`src/rtl/apb_master_if.sv`:
```
// Bundle of command, response and APB completer signals for apb_master.
// The master modport is the DUT view; the slave modport is the view of
// whatever drives commands, consumes responses and models the completer.
interface apb_master_if #(
    parameter int ADDR_WIDTH = 32,
    parameter int DATA_WIDTH = 32
);
    // command channel
    logic                  cmd_valid;
    logic                  cmd_ready;
    logic                  cmd_write;
    logic [ADDR_WIDTH-1:0] cmd_addr;
    logic [DATA_WIDTH-1:0] cmd_wdata;
    // response channel
    logic                  rsp_valid;
    logic                  rsp_ready;
    logic [DATA_WIDTH-1:0] rsp_rdata;
    logic                  rsp_err;
    logic                  rsp_timeout;
    // APB request
    logic [ADDR_WIDTH-1:0] PADDR;
    logic                  PSEL;
    logic                  PENABLE;
    logic                  PWRITE;
    logic [DATA_WIDTH-1:0] PWDATA;
    // APB completer response
    logic                  PREADY;
    logic [DATA_WIDTH-1:0] PRDATA;
    logic                  PSLVERR;

    modport master (
        input  cmd_valid, cmd_write, cmd_addr, cmd_wdata,
        output cmd_ready,
        output rsp_valid, rsp_rdata, rsp_err, rsp_timeout,
        input  rsp_ready,
        output PADDR, PSEL, PENABLE, PWRITE, PWDATA,
        input  PREADY, PRDATA, PSLVERR
    );

    modport slave (
        output cmd_valid, cmd_write, cmd_addr, cmd_wdata,
        input  cmd_ready,
        input  rsp_valid, rsp_rdata, rsp_err, rsp_timeout,
        output rsp_ready,
        input  PADDR, PSEL, PENABLE, PWRITE, PWDATA,
        output PREADY, PRDATA, PSLVERR
    );
endinterface

```
`src/rtl/apb_master.sv`:
```
// APB requester: turns one command into a SETUP/ACCESS transfer, waits for
// PREADY up to TIMEOUT access cycles, and returns a held response.
module apb_master #(
    parameter int ADDR_WIDTH = 32,
    parameter int DATA_WIDTH = 32,
    parameter int TIMEOUT    = 16
) (
    input  logic          PCLK,
    input  logic          PRESETn,
    apb_master_if.master  bus
);

    typedef enum logic [1:0] {
        IDLE   = 2'd0,
        SETUP  = 2'd1,
        ACCESS = 2'd2
    } state_t;

    // Wait count value seen during the last allowed ACCESS cycle.
    localparam logic [7:0] WAIT_LAST = 8'(TIMEOUT - 1);

    state_t                state_q, state_d;
    logic [7:0]            wait_cnt_q, wait_cnt_d;
    logic [ADDR_WIDTH-1:0] paddr_q, paddr_d;
    logic [DATA_WIDTH-1:0] pwdata_q, pwdata_d;
    logic                  pwrite_q, pwrite_d;
    logic                  psel_q, psel_d;
    logic                  penable_q, penable_d;
    logic                  rsp_valid_q, rsp_valid_d;
    logic [DATA_WIDTH-1:0] rsp_rdata_q, rsp_rdata_d;
    logic                  rsp_err_q, rsp_err_d;
    logic                  rsp_timeout_q, rsp_timeout_d;
    logic                  cmd_ready_c;

    // Next-state and output computation for the IDLE/SETUP/ACCESS sequence.
    always_comb begin
        state_d       = state_q;
        wait_cnt_d    = wait_cnt_q;
        paddr_d       = paddr_q;
        pwdata_d      = pwdata_q;
        pwrite_d      = pwrite_q;
        psel_d        = psel_q;
        penable_d     = penable_q;
        rsp_valid_d   = rsp_valid_q;
        rsp_rdata_d   = rsp_rdata_q;
        rsp_err_d     = rsp_err_q;
        rsp_timeout_d = rsp_timeout_q;

        // A new command may only start once the previous response is gone
        // or is being consumed on this very edge.
        cmd_ready_c = (state_q == IDLE) && (!rsp_valid_q || bus.rsp_ready);

        if (rsp_valid_q && bus.rsp_ready) begin
            rsp_valid_d = 1'b0;
        end

        case (state_q)
            IDLE: begin
                if (bus.cmd_valid && cmd_ready_c) begin
                    paddr_d   = bus.cmd_addr;
                    pwrite_d  = bus.cmd_write;
                    pwdata_d  = bus.cmd_wdata;
                    psel_d    = 1'b1;
                    penable_d = 1'b0;
                    state_d   = SETUP;
                end
            end
            SETUP: begin
                penable_d  = 1'b1;
                wait_cnt_d = '0;
                state_d    = ACCESS;
            end
            ACCESS: begin
                // PREADY wins over a timeout landing in the same cycle.
                if (bus.PREADY) begin
                    rsp_valid_d   = 1'b1;
                    rsp_err_d     = bus.PSLVERR;
                    rsp_timeout_d = 1'b0;
                    rsp_rdata_d   = pwrite_q ? '0 : bus.PRDATA;
                    psel_d        = 1'b0;
                    penable_d     = 1'b0;
                    state_d       = IDLE;
                end else if (wait_cnt_q == WAIT_LAST) begin
                    rsp_valid_d   = 1'b1;
                    rsp_err_d     = 1'b1;
                    rsp_timeout_d = 1'b1;
                    rsp_rdata_d   = '0;
                    psel_d        = 1'b0;
                    penable_d     = 1'b0;
                    state_d       = IDLE;
                end else begin
                    wait_cnt_d = wait_cnt_q + 8'd1;
                end
            end
            default: begin
                psel_d    = 1'b0;
                penable_d = 1'b0;
                state_d   = IDLE;
            end
        endcase
    end

    // State and registered outputs; reset clears everything immediately.
    always_ff @(posedge PCLK or negedge PRESETn) begin
        if (!PRESETn) begin
            state_q       <= IDLE;
            wait_cnt_q    <= '0;
            paddr_q       <= '0;
            pwdata_q      <= '0;
            pwrite_q      <= 1'b0;
            psel_q        <= 1'b0;
            penable_q     <= 1'b0;
            rsp_valid_q   <= 1'b0;
            rsp_rdata_q   <= '0;
            rsp_err_q     <= 1'b0;
            rsp_timeout_q <= 1'b0;
        end else begin
            state_q       <= state_d;
            wait_cnt_q    <= wait_cnt_d;
            paddr_q       <= paddr_d;
            pwdata_q      <= pwdata_d;
            pwrite_q      <= pwrite_d;
            psel_q        <= psel_d;
            penable_q     <= penable_d;
            rsp_valid_q   <= rsp_valid_d;
            rsp_rdata_q   <= rsp_rdata_d;
            rsp_err_q     <= rsp_err_d;
            rsp_timeout_q <= rsp_timeout_d;
        end
    end

    assign bus.cmd_ready   = cmd_ready_c;
    assign bus.rsp_valid   = rsp_valid_q;
    assign bus.rsp_rdata   = rsp_rdata_q;
    assign bus.rsp_err     = rsp_err_q;
    assign bus.rsp_timeout = rsp_timeout_q;
    assign bus.PADDR       = paddr_q;
    assign bus.PSEL        = psel_q;
    assign bus.PENABLE     = penable_q;
    assign bus.PWRITE      = pwrite_q;
    assign bus.PWDATA      = pwdata_q;

endmodule

```
`src/flat_wrapper.sv`:
```
// flat-port wrapper written by rule: the top's interface ports become plain ports
module apb_master_flat 
#(
    parameter int ADDR_WIDTH = 32,
    parameter int DATA_WIDTH = 32,
    parameter int TIMEOUT    = 16
)
  (PCLK, PRESETn, bus_cmd_valid, bus_cmd_write, bus_cmd_addr, bus_cmd_wdata, bus_cmd_ready, bus_rsp_valid, bus_rsp_rdata, bus_rsp_err, bus_rsp_timeout, bus_rsp_ready, bus_PADDR, bus_PSEL, bus_PENABLE, bus_PWRITE, bus_PWDATA, bus_PREADY, bus_PRDATA, bus_PSLVERR);
  apb_master_if #(.ADDR_WIDTH(ADDR_WIDTH), .DATA_WIDTH(DATA_WIDTH)) bus_i ();
  input  logic PCLK;
  input  logic PRESETn;
  input wire logic [$bits(bus_i.cmd_valid)-1:0] bus_cmd_valid;
  input wire logic [$bits(bus_i.cmd_write)-1:0] bus_cmd_write;
  input wire logic [$bits(bus_i.cmd_addr)-1:0] bus_cmd_addr;
  input wire logic [$bits(bus_i.cmd_wdata)-1:0] bus_cmd_wdata;
  output wire logic [$bits(bus_i.cmd_ready)-1:0] bus_cmd_ready;
  output wire logic [$bits(bus_i.rsp_valid)-1:0] bus_rsp_valid;
  output wire logic [$bits(bus_i.rsp_rdata)-1:0] bus_rsp_rdata;
  output wire logic [$bits(bus_i.rsp_err)-1:0] bus_rsp_err;
  output wire logic [$bits(bus_i.rsp_timeout)-1:0] bus_rsp_timeout;
  input wire logic [$bits(bus_i.rsp_ready)-1:0] bus_rsp_ready;
  output wire logic [$bits(bus_i.PADDR)-1:0] bus_PADDR;
  output wire logic [$bits(bus_i.PSEL)-1:0] bus_PSEL;
  output wire logic [$bits(bus_i.PENABLE)-1:0] bus_PENABLE;
  output wire logic [$bits(bus_i.PWRITE)-1:0] bus_PWRITE;
  output wire logic [$bits(bus_i.PWDATA)-1:0] bus_PWDATA;
  input wire logic [$bits(bus_i.PREADY)-1:0] bus_PREADY;
  input wire logic [$bits(bus_i.PRDATA)-1:0] bus_PRDATA;
  input wire logic [$bits(bus_i.PSLVERR)-1:0] bus_PSLVERR;
  assign bus_i.cmd_valid = bus_cmd_valid;
  assign bus_i.cmd_write = bus_cmd_write;
  assign bus_i.cmd_addr = bus_cmd_addr;
  assign bus_i.cmd_wdata = bus_cmd_wdata;
  assign bus_cmd_ready = bus_i.cmd_ready;
  assign bus_rsp_valid = bus_i.rsp_valid;
  assign bus_rsp_rdata = bus_i.rsp_rdata;
  assign bus_rsp_err = bus_i.rsp_err;
  assign bus_rsp_timeout = bus_i.rsp_timeout;
  assign bus_i.rsp_ready = bus_rsp_ready;
  assign bus_PADDR = bus_i.PADDR;
  assign bus_PSEL = bus_i.PSEL;
  assign bus_PENABLE = bus_i.PENABLE;
  assign bus_PWRITE = bus_i.PWRITE;
  assign bus_PWDATA = bus_i.PWDATA;
  assign bus_i.PREADY = bus_PREADY;
  assign bus_i.PRDATA = bus_PRDATA;
  assign bus_i.PSLVERR = bus_PSLVERR;
  apb_master #(.ADDR_WIDTH(ADDR_WIDTH), .DATA_WIDTH(DATA_WIDTH), .TIMEOUT(TIMEOUT)) u_core (.PCLK(PCLK), .PRESETn(PRESETn), .bus(bus_i));
endmodule
```
`config.mk`:
```
export PLATFORM = sky130hd
export DESIGN_NAME = apb_master_flat
export DESIGN_NICKNAME = d
export VERILOG_FILES = /design/src/rtl/apb_master_if.sv /design/src/rtl/apb_master.sv /design/src/flat_wrapper.sv
export SDC_FILE = /design/constraint.sdc
export NUM_CORES = 1
export LEC_CHECK = 0
export CORE_MARGIN = 8
export CORE_UTILIZATION = 47
export CTS_BUF_LIST = sky130_fd_sc_hd__clkbuf_8
export CTS_CLUSTER_DIAMETER = 30
export DETAILED_ROUTE_END_ITERATION = 6
export HOLD_SLACK_MARGIN = 0.08
export PLACE_DENSITY = 0.85
export SYNTH_ARGS = -nofsm -noshare
export SYNTH_HDL_FRONTEND = slang
export SYNTH_SLANG_ARGS = --single-unit
```
`constraint.sdc`:
```
create_clock -name PCLK -period 3.7 [get_ports PCLK]
set_input_delay 0.925 -clock PCLK [delete_from_list [all_inputs] [get_ports PCLK]]
set_output_delay 0.925 -clock PCLK [all_outputs]
set_load 0.005 [all_outputs]
```
==> flow_summary.toml <==
[run_status]
status = "complete, no violations"

[critical_path]
cp_top_family = "buffers and inverters"
crit_path_max_fanout = 3
rr_worst_depth = 4
r2r_end = "u_core.bus.rsp_rdata[1]$_DFFE_PN0P_"
crit_required_ns = 2.77
path_cells = "clkdlybuf4s50_1 -> nand2b_1 -> and2_1 -> clkdlybuf4s50_1"
r2r_start = "u_core.state_q[1]$_DFFE_PN0P_"
crit_path_start_kind = "input pin"
cp-endpoint = "bus_cmd_ready"
worstPathArrival_ns = 2.17
r2r_setup_slack_ns = 1.40
end_kind = "output port"
cpMostUsedCell = "clkdlybuf4s50_1"
worstSetupPathType = "in2out"
crit_cells = 4
critPathMaxStageDelay_ns = 0.50
path_buf_inv = 2
cp-startpoint = "bus_rsp_ready"
crit_path_top_delay_cell = "clkdlybuf4s50_1"

[pwr]
p_int_w = 0.00373
ir_drop_mv = 0.424
switchingPower_w = 0.00175
power_w = 0.00548
pwr-share-comb_pct = 47.6
pwr-share-seq_pct = 39.8
power_frac_clock_pct = 12.6
leakage_nw = 3.05
p_sw_share_pct = 31.9
power_density_nw_per_um2 = 779

[clock_network]
cts_setup_buffers = 0
cts.clk_slew.worst_paths_ns = 0.09
cts_resized = 0
ctsLongestPathBuffers = 2
cts.sinks = 111
cts_tree = "yes"
numCtsBuffers = 9
clockRootBuffer = "clkbuf_8"
h-tree-depth = 3
insertion_delay_ns = 0.37
hold_buffers = 0

[routing]
drt-total-wl_um = 13400
wire_per_inst_um = 19.2
first_pass_iters = 5
drtIter0Drc = 144
dr_total_vias = 3692
via_per_inst = 5.27
drc = 0
ant_nets = 0

[floorplan]
initial_core_util_pct = 48.3
die_h_um = 116
std_cell_rows = 36
pin_count = 206
die_area_um2 = 13500
coreArea_um2 = 9730
die_w_um = 116

[global_routing]
grt_usage_pct = 20.0
grt_overflow = 0
grt_pass1_wl_um = 20900
first_global_vias = 4043
grt_max_degree = 69
antenna_found_initial = 0

[place]
dp_cells = 685
place_congestion = 0.795
portBuffers = 205
dp_hpwl_um = 10000

[synth]
synth.area.top_cells = "dfrtp_1, mux2_2, a22oi_1"
async_flop_share_pct = 100
yosysTopAreaCell = "dfrtp_1"
syn_inst = 369
synth_common_cells = "dfrtp_1, mux2_2, inv_1, a22oi_1, o21ai_0"
synth_edf_count = 0
yosysMostFrequentCell = "dfrtp_1"
yosysSeqAreaShare_pct = 59.1
yosysUniqueCellTypes = 42
ys_warn_count = 0
avgSynthCellArea_um2 = 12.7
synth.top_cell.area_share_pct = 59.1
ys.flop_type = "dfrtp_1"
syn_area_um2 = 4700
ys_seq_elements = 111
syn_nets = 473

[layout]
fin_cells = 701
regArea_um2 = 2780
drive_gt1_share_pct = 18.3
final_util_pct = 72.3
num_antenna_cells = 0
nFillCells = 688
area_growth_pct = 49.5
final_nets = 667
multi_input_area_um2 = 1650

[timing]
fin_hold_ws_ns = 0.511
fmax_mhz = 324
fin_crit_sh_pct = 83.5
final.setup.tns_ns = 0
final-setup-viol-count = 0
rsz0062_at_grt = "no"
tightest_slew_ns = 0.929
layout_min_cycle_time_ns = 3.09
slew_viol_final = 0
skew_ns = 0.0105
finalHoldViolations = 0
slew_headroom_pct = 37.9

[worst_hold_path]
worstHoldPathCells = 1
holdCritPathClass = "reg2reg"

[job]
max_cap_viol_count = 0
[flip-flops by register name (all words and copies together), names as in the netlist]
register                cells
u_core.bus.PADDR           32
u_core.bus.PSEL             1
u_core.bus.PWDATA          32
u_core.bus.PWRITE           1
u_core.bus.rsp_err          1
u_core.bus.rsp_rdata       32
u_core.bus.rsp_timeout      1
u_core.bus.rsp_valid        1
u_core.state_q              2
u_core.wait_cnt_q           8
[cells by family after synthesis]
group / synth area share [%]
AO/OA/AOI/OAI: 13.4
buffers and inverters: 6.25
AND/OR/NAND/NOR: 5.00
flip-flops: 59.1
multiplexers: 15.6
adder cells (fa/ha/maj): 0.692
[worst min-delay path by stage]
stage	start	to	slack, ns
3_5_place_dp	u_core.bus.PADDR[3]$_DFFE_PN0P_	u_core.bus.PADDR[3]$_DFFE_PN0P_	0.49
6_report	u_core.bus.PWDATA[7]$_DFFE_PN0P_	u_core.bus.PWDATA[7]$_DFFE_PN0P_	0.51
4_1_cts	u_core.bus.PWDATA[7]$_DFFE_PN0P_	u_core.bus.PWDATA[7]$_DFFE_PN0P_	0.52
5_1_grt	u_core.bus.PWDATA[7]$_DFFE_PN0P_	u_core.bus.PWDATA[7]$_DFFE_PN0P_	0.53
2_1_floorplan	u_core.bus.PWDATA[20]$_DFFE_PN0P_	u_core.bus.PWDATA[20]$_DFFE_PN0P_	0.50
3_3_place_gp	u_core.bus.PWDATA[28]$_DFFE_PN0P_	u_core.bus.PWDATA[28]$_DFFE_PN0P_	0.49
[layout make-up]
| class | instances | share of cell area, % |
|---|---|---|
| multi-input combinational | 193 | 23.5 |
| clock inverter | 6 | 0.640 |
| inverter | 38 | 2.03 |
| sequential | 111 | 39.5 |
| timing repair buffer | 210 | 30.0 |
| clock buffer | 10 | 1.96 |
| tap | 133 | 2.37 |
[cells in the final DEF, fill, tap and decap left out, types with 2 or more instances in the layout]
cell and n:
o211a_1 2, a32o_1 3, and4b_1 2, buf_12 2, buf_4 4, o21ai_0 25, nand2b_1 4, nor2_1 4
a22oi_1 32, maj3_1 2, clkinv_4 3, mux2_2 65, nand2_1 2, o21ai_2 10, clkbuf_8 10, clkinv_2 2
o2111ai_1 2, inv_1 38, clkdlybuf4s50_1 204, nand3_1 5, nand4_1 3, dfrtp_1 111, nand3b_1 2, a31oi_1 2
a21oi_1 6
[worst reg2reg max path, stage by stage (launching register included)]
cell	delay [ns]
dfrtp_1	0.83
nand2b_1	0.59
buf_4	0.40
a22oi_1	0.25
o21ai_2	0.09
[layer usage]
metal | vias to the layer above | global-route usage (%) | wire (um)
met2 | 160 | 33.9 | 6960
li1 | 1693 | - | -
met5 | - | 0 | 0
met3 | 16 | 8.29 | 1520
met1 | 1823 | 22.0 | 4740
met4 | 0 | 7.35 | 208
[power groups by stage]
stage               clock, W  sequential [W]  combinational (W)
floorplan                  0         0.00216            0.00110
CTS                 0.000708         0.00219            0.00266
finish              0.000689         0.00218            0.00261
global placement           0         0.00216            0.00255
global route        0.000756         0.00227            0.00281
detailed placement         0         0.00220            0.00265
[stage by stage]
| stage | area, um2 | setup WS (ns) |
|---|---|---|
| after floorplan | 4700 | 1.57 |
| after global placement | 6850 | 0.623 |
| after detailed placement | 6850 | 0.613 |
| after CTS | 7030 | 0.613 |
| after global routing | 7030 | 0.575 |
| final | 7030 | 0.610 |
(Power assumes the default switching activity.)
==> RTL edit, RTL diff (same settings) <==
`DATA_WIDTH` is set to 32 in 3 places; all go to 40.
--- a/src/rtl/apb_master_if.sv
+++ b/src/rtl/apb_master_if.sv
@@ -3,7 +3,7 @@
 // whatever drives commands, consumes responses and models the completer.
 interface apb_master_if #(
     parameter int ADDR_WIDTH = 32,
-    parameter int DATA_WIDTH = 32
+    parameter int DATA_WIDTH = 40
 );
     // command channel
     logic                  cmd_valid;
--- a/src/rtl/apb_master.sv
+++ b/src/rtl/apb_master.sv
@@ -2,7 +2,7 @@
 // PREADY up to TIMEOUT access cycles, and returns a held response.
 module apb_master #(
     parameter int ADDR_WIDTH = 32,
-    parameter int DATA_WIDTH = 32,
+    parameter int DATA_WIDTH = 40,
     parameter int TIMEOUT    = 16
 ) (
     input  logic          PCLK,
--- a/src/flat_wrapper.sv
+++ b/src/flat_wrapper.sv
@@ -2,7 +2,7 @@
 module apb_master_flat 
 #(
     parameter int ADDR_WIDTH = 32,
-    parameter int DATA_WIDTH = 32,
+    parameter int DATA_WIDTH = 40,
     parameter int TIMEOUT    = 16
 )
   (PCLK, PRESETn, bus_cmd_valid, bus_cmd_write, bus_cmd_addr, bus_cmd_wdata, bus_cmd_ready, bus_rsp_valid, bus_rsp_rdata, bus_rsp_err, bus_rsp_timeout, bus_rsp_ready, bus_PADDR, bus_PSEL, bus_PENABLE, bus_PWRITE, bus_PWDATA, bus_PREADY, bus_PRDATA, bus_PSLVERR);
Ports: changed (resized bus_PRDATA, bus_PWDATA, bus_cmd_wdata and bus_rsp_rdata); port bits go from 206 to 238. No check against the original RTL was run, so the function may have changed too.
==> RTL edit against the original RTL <==
  * Non-clock buffer count is 36 higher
  * Sequential cell count is 16 higher
  * First-iteration DRC count grew to 2.8 times the old value
  * Setup slack got worse by 140 ps
  * Count of clock-buffer cells in the layout increased by 10
  * Design area rose by 14%
  * Wire length up 12%
  * Final cell count is 13% higher
  * Register-to-register slack gained 380 ps
  * Power grew 11%
  * Sequential power rose by 6%
  * Area after synthesis increased by 9.6%
  * Critical path type unchanged
  * Largest power group unchanged
  * Highest routed layer unchanged
==> RTL edit: results (changes against the original RTL) <==
* Outcome: finished clean
* Worst clock skew at 10.1 ps (-0.377 ps)
* Share of cells above drive strength 1 at 0.175 (-0.00771)
* Net Count, Synth at 520 (+9.9%)
* DP Worst Slack at 528 ps (-85.1 ps)
* Post-DP Area at 0.00765 mm^2 (+12%)
* Hold path start: u_core.bus.PWDATA[1]$_DFFE_PN0P_
* Dpl cells at 760 (+11%)
* Worst stage delay on the critical path at 600 ps (+100 ps)
* Worst hold slack at 505 ps (-6.44 ps)
* Critical R2R Launch: u_core.wait_cnt_q[5]$_DFFE_PN0P_
* Crit path DAT at 2310 ps (+140 ps)
* Crit Path Max Fanout at 2 (-1)
* Distinct cell type count after synthesis at 33 (-21%)
* Synth cell count leaders: dfrtp_1 (127), mux2_2 (73), o21ai_0 (45)
* DR vias/cell at 5.14 (-2.4%)
* Latest clock arrival within the worst-skew pair at 420 ps (+50 ps)
* Vias in the first global route at 4387 (+8.5%)
* Area contributors post-synth: dfrtp_1 (62%), mux2_2 (16%), nand4b_1 (6.8%), o21ai_0 (4.4%), inv_1 (3.1%)
* Reg2reg end: u_core.bus.rsp_rdata[19]$_DFFE_PN0P_
* Detailed Route Iter0 Violations at 397 (+180%)
* Largest net degree at the start of global routing at 61 (-12%)
* Max-slew headroom at 0.511 (+0.133)
* Mean Syn Cell Area at 12.9 um^2 (+1.1%)
* Htree depth at 4 (+1)
* Routed WL at 15.0 mm (+12%)
* DRT Pass-1 Iters at 4 (-1)
* Reg2reg setup slack at 1780 ps (+380 ps)
* Sequential area share after synthesis at 0.617 (+0.0261)
* GRT Overall Usage at 0.203 (+0.00307)
* Adder-cell area share of the yosys netlist at 0.00243 (-0.00449)
* Worst r2r path cells at 5 (+1)
==> RTL edit: changes by cell type after synthesis, moves of 5 or more <==
cell	delta
a22oi_1	-31
buf_4	+6
buf_6	-5
dfrtp_1	+16
inv_1	+5
mux2_2	+8
nand4b_1	+39
o21ai_0	+20
o21ai_2	-9
==> RTL edit: area by class of cell <==
class / count / area, um^2
clock inverter: 10 / 123
multi-input combinational: 204 / 1690
timing repair buffer: 246 / 2450
sequential: 127 / 3180
clock buffer: 20 / 275
fill: 743 / 2740
tap: 140 / 175
inverter: 43 / 161
==> RTL edit: layer usage <==
layer  up-vias  share of wire  GRT usage
li1       1872              -          -
met1      1997           0.38      0.222
met4         0          0.021     0.0827
met2       169           0.51      0.345
met3        24          0.083     0.0821
met5         -              0          0
==> RTL edit: power by group <==
part | switching (mW) | internal (mW) | leakage, nW
Sequential | 0.316 | 1.98 | 1.56
Clock | 0.510 | 0.701 | 0.215
Combinational | 0.918 | 1.67 | 1.58
Total | 1.74 | 4.36 | 3.35
